File: config.mk
export PLATFORM = sky130hd
export DESIGN_NAME = pico_io_sequencer
export DESIGN_NICKNAME = d
export VERILOG_FILES = /design/src/rtl/pico_pkg.sv /design/src/rtl/pico_io_sequencer_sync_edge.sv /design/src/rtl/pico_io_sequencer.sv
export SDC_FILE = /design/constraint.sdc
export NUM_CORES = 1
export LEC_CHECK = 0
export ABC_AREA = 1
export BUFFER_PORTS_ARGS = -buffer_cell sky130_fd_sc_hd__buf_2
export CAP_MARGIN = 20
export CORE_MARGIN = 2
export CORE_UTILIZATION = 40
export CTS_CLUSTER_DIAMETER = 30
export CTS_CLUSTER_SIZE = 10
export DETAILED_ROUTE_END_ITERATION = 8
export GPL_TIMING_DRIVEN = 0
export SYNTH_ARGS = -nofsm -noshare
export SYNTH_HDL_FRONTEND = slang
export SYNTH_HIERARCHICAL = 1
export SYNTH_SLANG_ARGS = --single-unit
File: constraint.sdc
create_clock -name clk -period 3.18 [get_ports clk]
set_clock_uncertainty 0.2 [all_clocks]
set_input_delay 0.795 -clock clk [delete_from_list [all_inputs] [get_ports clk]]
set_output_delay 0.795 -clock clk [all_outputs]
set_load 0.02 [all_outputs]
File: src/rtl/pico_pkg.sv
// Shared types and constants for the picoMIPS I/O sequencer.
`timescale 1ns/1ps
package pico_pkg;

    localparam int DATA_W = 8;

    typedef enum logic [1:0] {
        WAIT_LOW  = 2'd0,
        WAIT_HIGH = 2'd1,
        CAPTURE   = 2'd2
    } ioseq_state_t;

    typedef struct packed {
        logic              tag;
        logic [DATA_W-1:0] value;
    } operand_t;

endpackage

File: src/rtl/pico_io_sequencer_sync_edge.sv
// Synchroniser, optional debounce (IOSEQ_DEBOUNCE_EN) and rising-edge detector for readyin.
`timescale 1ns/1ps
module sync_edge #(
    parameter int DEBOUNCE_CYCLES = 4
) (
    input  logic clk,
    input  logic nreset,
    input  logic async_in,
    output logic level,
    output logic rise
);

    logic r_s1;
    logic r_s2;
    logic r_prev;
    logic w_level;

    // Two-stage synchroniser; resets high so a strobe held through reset is never seen as a new edge.
    always_ff @(posedge clk or negedge nreset) begin
        if (!nreset) begin
            r_s1 <= 1'b1;
            r_s2 <= 1'b1;
        end else begin
            r_s1 <= async_in;
            r_s2 <= r_s1;
        end
    end

`ifdef IOSEQ_DEBOUNCE_EN
    localparam int CNT_W = (DEBOUNCE_CYCLES > 1) ? $clog2(DEBOUNCE_CYCLES) : 1;

    logic [CNT_W-1:0] r_cnt;
    logic             r_deb;

    // Debounced level changes only after the synced level has differed for DEBOUNCE_CYCLES cycles in a row.
    always_ff @(posedge clk or negedge nreset) begin
        if (!nreset) begin
            r_cnt <= '0;
            r_deb <= 1'b1;
        end else if (r_s2 != r_deb) begin
            if (r_cnt == CNT_W'(DEBOUNCE_CYCLES - 1)) begin
                r_cnt <= '0;
                r_deb <= r_s2;
            end else begin
                r_cnt <= r_cnt + CNT_W'(1);
            end
        end else begin
            r_cnt <= '0;
        end
    end

    assign w_level = r_deb;
`else
    assign w_level = r_s2;
`endif

    // Previous level for edge detection.
    always_ff @(posedge clk or negedge nreset) begin
        if (!nreset) begin
            r_prev <= 1'b1;
        end else begin
            r_prev <= w_level;
        end
    end

    assign level = w_level;
    assign rise  = w_level & ~r_prev;

endmodule

File: src/rtl/pico_io_sequencer.sv
// Switch/LED I/O sequencer for picoMIPS: operand capture FIFO, input stall and output latch.
// Optional debounce on readyin is compiled in with IOSEQ_DEBOUNCE_EN.
`timescale 1ns/1ps
module pico_io_sequencer
    import pico_pkg::*;
#(
    parameter int DEPTH           = 2,
    parameter int DEBOUNCE_CYCLES = 4
) (
    input  logic              clk,
    input  logic              nreset,
    input  logic              readyin,
    input  logic [DATA_W-1:0] sw,
    input  logic              cpu_rd,
    input  logic              cpu_wr,
    input  logic [DATA_W-1:0] cpu_wdata,
    output logic [DATA_W-1:0] cpu_data,
    output logic              cpu_tag,
    output logic              cpu_stall,
    output logic [DATA_W-1:0] outport,
    output logic              overrun
);

    localparam int PTR_W = (DEPTH > 1) ? $clog2(DEPTH) : 1;
    localparam int CNT_W = $clog2(DEPTH + 1);

    logic              w_level;
    logic              w_rise;
    logic [DATA_W-1:0] r_sw_s1;
    logic [DATA_W-1:0] r_sw_s2;

    ioseq_state_t      r_state;
    ioseq_state_t      w_state_next;
    logic              r_tag;

    operand_t          r_mem [DEPTH];
    logic [PTR_W-1:0]  r_wptr;
    logic [PTR_W-1:0]  r_rptr;
    logic [CNT_W-1:0]  r_count;
    logic              w_empty;
    logic              w_full;
    logic              w_push;
    logic              w_pop;

    sync_edge #(
        .DEBOUNCE_CYCLES (DEBOUNCE_CYCLES)
    ) u_sync_edge (
        .clk      (clk),
        .nreset   (nreset),
        .async_in (readyin),
        .level    (w_level),
        .rise     (w_rise)
    );

    // Operand bus synchroniser; sw is stable while readyin is high so no edge logic is needed.
    always_ff @(posedge clk or negedge nreset) begin
        if (!nreset) begin
            r_sw_s1 <= '0;
            r_sw_s2 <= '0;
        end else begin
            r_sw_s1 <= sw;
            r_sw_s2 <= r_sw_s1;
        end
    end

    // Capture FSM state register.
    always_ff @(posedge clk or negedge nreset) begin
        if (!nreset) begin
            r_state <= WAIT_LOW;
        end else begin
            r_state <= w_state_next;
        end
    end

    // Capture FSM next state: arm on a low level, fire on a rising edge, capture for one cycle.
    always_comb begin
        w_state_next = r_state;
        case (r_state)
            WAIT_LOW: begin
                if (!w_level) begin
                    w_state_next = WAIT_HIGH;
                end else begin
                    w_state_next = WAIT_LOW;
                end
            end
            WAIT_HIGH: begin
                if (w_rise) begin
                    w_state_next = CAPTURE;
                end else begin
                    w_state_next = WAIT_HIGH;
                end
            end
            CAPTURE: begin
                w_state_next = WAIT_LOW;
            end
            default: begin
                w_state_next = WAIT_LOW;
            end
        endcase
    end

    assign w_empty   = (r_count == CNT_W'(0));
    assign w_full    = (r_count == CNT_W'(DEPTH));
    assign w_push    = (r_state == CAPTURE) && !w_full;
    assign w_pop     = cpu_rd && !w_empty;
    assign cpu_stall = cpu_rd && w_empty;

    // FIFO pointers, occupancy, x/y tag and sticky overrun flag.
    always_ff @(posedge clk or negedge nreset) begin
        if (!nreset) begin
            r_wptr  <= '0;
            r_rptr  <= '0;
            r_count <= '0;
            r_tag   <= 1'b0;
            overrun <= 1'b0;
        end else begin
            if (w_push) begin
                r_wptr <= (r_wptr == PTR_W'(DEPTH - 1)) ? PTR_W'(0) : r_wptr + PTR_W'(1);
                r_tag  <= ~r_tag;
            end
            if (w_pop) begin
                r_rptr <= (r_rptr == PTR_W'(DEPTH - 1)) ? PTR_W'(0) : r_rptr + PTR_W'(1);
            end
            case ({w_push, w_pop})
                2'b10:   r_count <= r_count + CNT_W'(1);
                2'b01:   r_count <= r_count - CNT_W'(1);
                default: r_count <= r_count;
            endcase
            if ((r_state == CAPTURE) && w_full) begin
                overrun <= 1'b1;
            end
        end
    end

    // FIFO storage; contents are don't-care once flushed, so no reset.
    always_ff @(posedge clk) begin
        if (w_push) begin
            r_mem[r_wptr] <= '{tag: r_tag, value: r_sw_s2};
        end
    end

    // Head of FIFO is presented combinationally so a ready operand costs no extra cycle.
    always_comb begin
        cpu_data = '0;
        cpu_tag  = 1'b0;
        if (!w_empty) begin
            cpu_data = r_mem[r_rptr].value;
            cpu_tag  = r_mem[r_rptr].tag;
        end else begin
            cpu_data = '0;
            cpu_tag  = 1'b0;
        end
    end

    // LED output register.
    always_ff @(posedge clk or negedge nreset) begin
        if (!nreset) begin
            outport <= '0;
        end else if (cpu_wr) begin
            outport <= cpu_wdata;
        end
    end

endmodule

Word level (Yosys, flattened, before mapping)
Memory sizes are Yosys's and may differ from the RTL's.
Index checks and enable logic that the tools add are counted.
{ "classes": {"bitwise_logic": 3, "n_mux": 10, "eq_ne": 5, "n_addsub": 4, "n_reduce_logical": 9} }
{ "op_table": {"columns": ["operator", "count"], "rows": [
  ["$mux 8", 1],
  ["$pmux 2 s2", 2],
  ["$eq 2x2->1 const B", 3],
  ["$mux 1", 6],
  ["$eq 2x1->1 const B", 2],
  ["$logic_and 1x1->1", 4],
  ["$logic_not 2->1", 2],
  ["$add 1x1->1 const B", 2],
  ["$add 2x1->2 const B", 1],
  ["$logic_not 1->1", 2],
  ["$mux 2", 1],
  ["$not 1->1", 2],
  ["$reduce_bool 2->1", 1],
  ["$sub 2x1->2 const B", 1],
  ["$and 1x1->1", 1]
]} }
{ "totals": {"memories": 1, "reg_bits": 35, "ram_bits": 18, "word_cells": 44, "inputBits": 21, "output_inout_bits": 19} }
{ "memory_table": {"columns": ["name", "words", "width", "read_ports", "rd_clocked_by_memory_dff", "write_ports", "line_no", "text"], "rows": [
  ["r_mem", 2, 9, 1, 0, 1, "pico_io_sequencer.sv:36", "operand_t r_mem [DEPTH];"]
]} }

Depth between registers and ports, before layout
{ "depth": {"word_depth": 5, "ltp_mapped": 9, "ltp_nobuf": 9} }

Modules after synthesis
Netlist, hierarchy kept.
{ "by_module_without_submodules": {"columns": ["module", "area_per_inst_um2", "cells_each", "instances"], "rows": [
  ["pico_io_sequencer", 1767.9, 144, 1],
  ["sync_edge", 88.8, 5, 1]
]} }

Worst setup path before layout
No wires, ideal clock.
{ "synth_path": {"path_kind": "input -> output", "start": "input port cpu_rd", "end": "output port cpu_stall", "n_path_buf": 0, "arrival_time_ps": 1304, "stages": 2, "t_required_ps": 2185, "setup_slack_ps": 881, "cell_sequence": "inv_1 > nor3_1"} }
{ "synth_via": {"elab_chain_cells": 1} }
{ "synth_lines": {"columns": ["element", "line_no", "text"], "rows": [
  ["start: declaration", "pico_io_sequencer.sv:14", "input logic cpu_rd,"],
  ["$logic_and 1x1->1", "pico_io_sequencer.sv:106", "assign cpu_stall = cpu_rd && w_empty;"],
  ["end: declaration", "pico_io_sequencer.sv:19", "output logic cpu_stall,"]
]} }
No other way between the ends.

Worst setup path after layout
{ "layout_path": {"start": "register r_count[0]", "end": "output port cpu_data[7]"} }
{ "layout_via": {"elab_chain_cells": 2} }
{ "layout_lines": {"columns": ["element", "line_no", "text"], "rows": [
  ["start: declaration", "pico_io_sequencer.sv:39", "logic [CNT_W-1:0] r_count;"],
  ["start signal: assignment", "pico_io_sequencer.sv:125", "2'b10: r_count <= r_count + CNT_W'(1);"],
  ["start signal: assignment", "pico_io_sequencer.sv:126", "2'b01: r_count <= r_count - CNT_W'(1);"],
  ["start signal: assignment", "pico_io_sequencer.sv:127", "default: r_count <= r_count;"],
  ["$logic_not 2->1", "pico_io_sequencer.sv:102", "assign w_empty = (r_count == CNT_W'(0));"],
  ["$mux 8", "pico_io_sequencer.sv:146", "if (!w_empty) begin"],
  ["end: declaration", "pico_io_sequencer.sv:17", "output logic [DATA_W-1:0] cpu_data,"]
]} }
No other way between the ends.

==> reports/results.txt <==
Status - finished clean
Seq/Total Area, Yosys - 0.7648
Yosys top cell by area - dfrtp_1
CTS Root Cell - clkbuf_8
Nets@finish - 217
Yosys warns - 6
HPWL after DPL - 2.143 mm
Commonest non-fill, non-tap cell in the layout - buf_2
Critical path origin - r_count[0]
H-tree levels - 2
Post-Syn Area per Cell - 12.46 µm²
Worst EP arrival - 1.32 ns
GRT Residual Overflow - 0
Synth Area in Compound Gates - 0.05728
Final Setup Violations - 0
FMAX - 0.4320 GHz
Static leakage - 1.045 nW
Largest stage delay on the critical path - 0.45 ns
Max layer used - met4
Worst Max-Slew Pin Slew - 0.7660 ns
Port Buffer Count - 39
DR WL/cell - 12.06 µm
Crit path time final - 2.315 ns
Adder-cell share of the synthesized area - 0.006739
Clk_lat worst skew - 0.30 ns
Critical Path Source Type - flop
Synthesized flop and latch total - 53
CP endpoint kind - output pin
Final Hold Fails - 0
Die H - 72.13 µm
Buf+Inv Stages, Crit Path - 2
Simple-gate share of the synthesized area - 0.1146
Share of cells above drive strength 1 - 0.2959
Reg-to-Reg Start - r_count[0]
Initial Utilization - 0.4206
Fin. max-slew vios - 0
Die ar. - 0.005203 mm²
MaxCap Viol Count - 0
Class of the worst hold path - flop to flop
Leading cell types in the layout, fill and taps excluded - 41 x buf_2, 39 x nand2_1, 32 x dfrtp_1
WS Path Type - flop to output pin
R2R Setup Slk - 1.29 ns
Setup tns final - 0 ns
RSZ-0062 raised after global routing - no
CTS clk-pin slew, worst paths - 0.09 ns
Worst path depth - 4
Combinational family with the most area after synthesis - simple AND/OR/NAND/NOR gates
Largest net degree at the start of global routing - 36
Via density - 4.601
Total Power - 0.001676 W
Core area - 0.004414 mm²
Total GRT Usage - 0.1271
Num CTS Buffers - 5
Mux contribution to synthesized area - 0
Number of global-route vias before repair - 1141
Max clock buf depth - 2
CP required - 2.18 ns
GPL Wtd Cong - 0.7422
Xor-xnor portion of the synthesized cell area - 0.004717
Ant diodes - 0
TritonCTS clock tree - done
Met3 WL post-DR - 189 µm
Hold-fix buffers at CTS - 0
Setup Fix Bufs, Post-CTS - 0
P&R area growth vs syn - 19.07%
Cell Rows - 24
Metal2 WL - 1.489 mm
Initial DRT Pass Iterations - 4
Worst IR Drop VDD - 0.0002347 V
First-pass GRT wire length - 5.009 mm
Total clock sinks - 53
Top cell type's share of synthesized area - 0.4313
RR Endpoint - r_mem[1][3]
FF-to-FF path depth - 4
Synth unique cells - 22
Cell family with most CP delay - flip-flops
Slowest cell on the critical path - dfrtp_1
Via count - 1141
DRT iter0 DRCs - 42
Die Wd - 72.13 µm
Remaining DRCs - 0
Worst-path fanout max - 10
Synthesized net count - 171
Initial antenna violation count - 0
DRT Wirelength - 2.992 mm
Metal1 wirelength - 1.278 mm
Post-route ant nets - 0
PD cells - 758.0 mW/mm²
Critical Path Sink - cpu_data[7]
Fin crit share - 0.7279
Ordered cell list for the critical path - nor2_1 > buf_6 > a21oi_1 > buf_2
Post-Synthesis Cell Area - 0.001857 mm²
Relative slew slack - 0.4874
Boundary Pins - 40
Synth top area cells - dfrtp_1 43%, edfxtp_1 29%, nand2_1 7.9%
Cts repair resizes - 0
Gate Count Post-Synth - 149
layout make-up:
cell class | instances | area [µm²]
flip-flops and latches | 53 | 1420
well taps | 52 | 65.06
repair buffers | 39 | 195.2
clock buffers | 5 | 68.82
plain buffers | 3 | 21.27
inverters | 20 | 75.07
fillers | 401 | 2203
multi-input cells | 73 | 340.3
clock inverters | 3 | 25.02
power by group:
group          switching, W  total [W]  internal (W)
Sequential        0.0000489   0.000833      0.000784
Clock              0.000216   0.000375      0.000159
Combinational      0.000309   0.000468      0.000158
Total              0.000574    0.00168       0.00110
cell usage after synthesis (all sizes together):
cell / instances
a21oi: 10
buf: 3
clkinv: 1
dfrtp: 32
dfstp: 3
edfxtp: 18
ha: 1
inv: 19
nand2: 40
nand3: 2
nand4: 3
nor2: 5
nor3: 1
o21ai: 9
o21bai: 1
xnor2: 1
kinds of logic (layout without fill, tap and decap cells):
kind of cell,count (synthesis),in the layout
xor gates and xnor gates,1,1
DFF,53,53
and+or+nand+nor,51,51
AOI/OAI and AO/OA,20,20
buffers and inverters,23,70
adders and majority gates,1,1
registers in the layout, indices dropped and copies added (netlist names):
register,cells
outport,8
overrun,1
r_count,2
r_mem,18
r_rptr,1
r_state,2
r_sw_s1,8
r_sw_s2,8
r_tag,1
r_wptr,1
u_sync_edge/level,1
u_sync_edge/r_prev,1
u_sync_edge/r_s1,1
through the flow:
step           instances  hold slack [ns]  area (µm²)  setup slack [ns]    util
2_1_floorplan        149           0.1312        1857            0.8814       -
3_3_place_gp         240           0.1312        2117            0.9634  0.4796
3_5_place_dp         240           0.1356        2117            0.9544  0.4796
4_1_cts              248           0.1569        2211            0.8403  0.5009
5_1_grt              248           0.1649        2211            0.7362  0.5009
6_report             248           0.1540        2211            0.8651  0.5009
layer usage:
metal | vias to the layer above | track usage
met3 | 4 | 0.04306
met1 | 534 | 0.1520
li1 | 569 | -
met5 | - | 0
met4 | 0 | 0.03774
met2 | 34 | 0.2181
worst min-delay path by stage:
stage | start | to | slack, ns | cells past startpoint
after floorplan | r_sw_s1[0] | r_sw_s2[0] | 0.13 | 0
after global placement | r_sw_s1[2] | r_sw_s2[2] | 0.13 | 0
after detailed placement | r_sw_s1[0] | r_sw_s2[0] | 0.14 | 0
after CTS | r_sw_s1[4] | r_sw_s2[4] | 0.16 | 0
after global routing | r_sw_s1[3] | r_sw_s2[3] | 0.16 | 0
final | r_sw_s1[4] | r_sw_s2[4] | 0.15 | 0
Note: power is estimated with default switching activity, not from simulation.
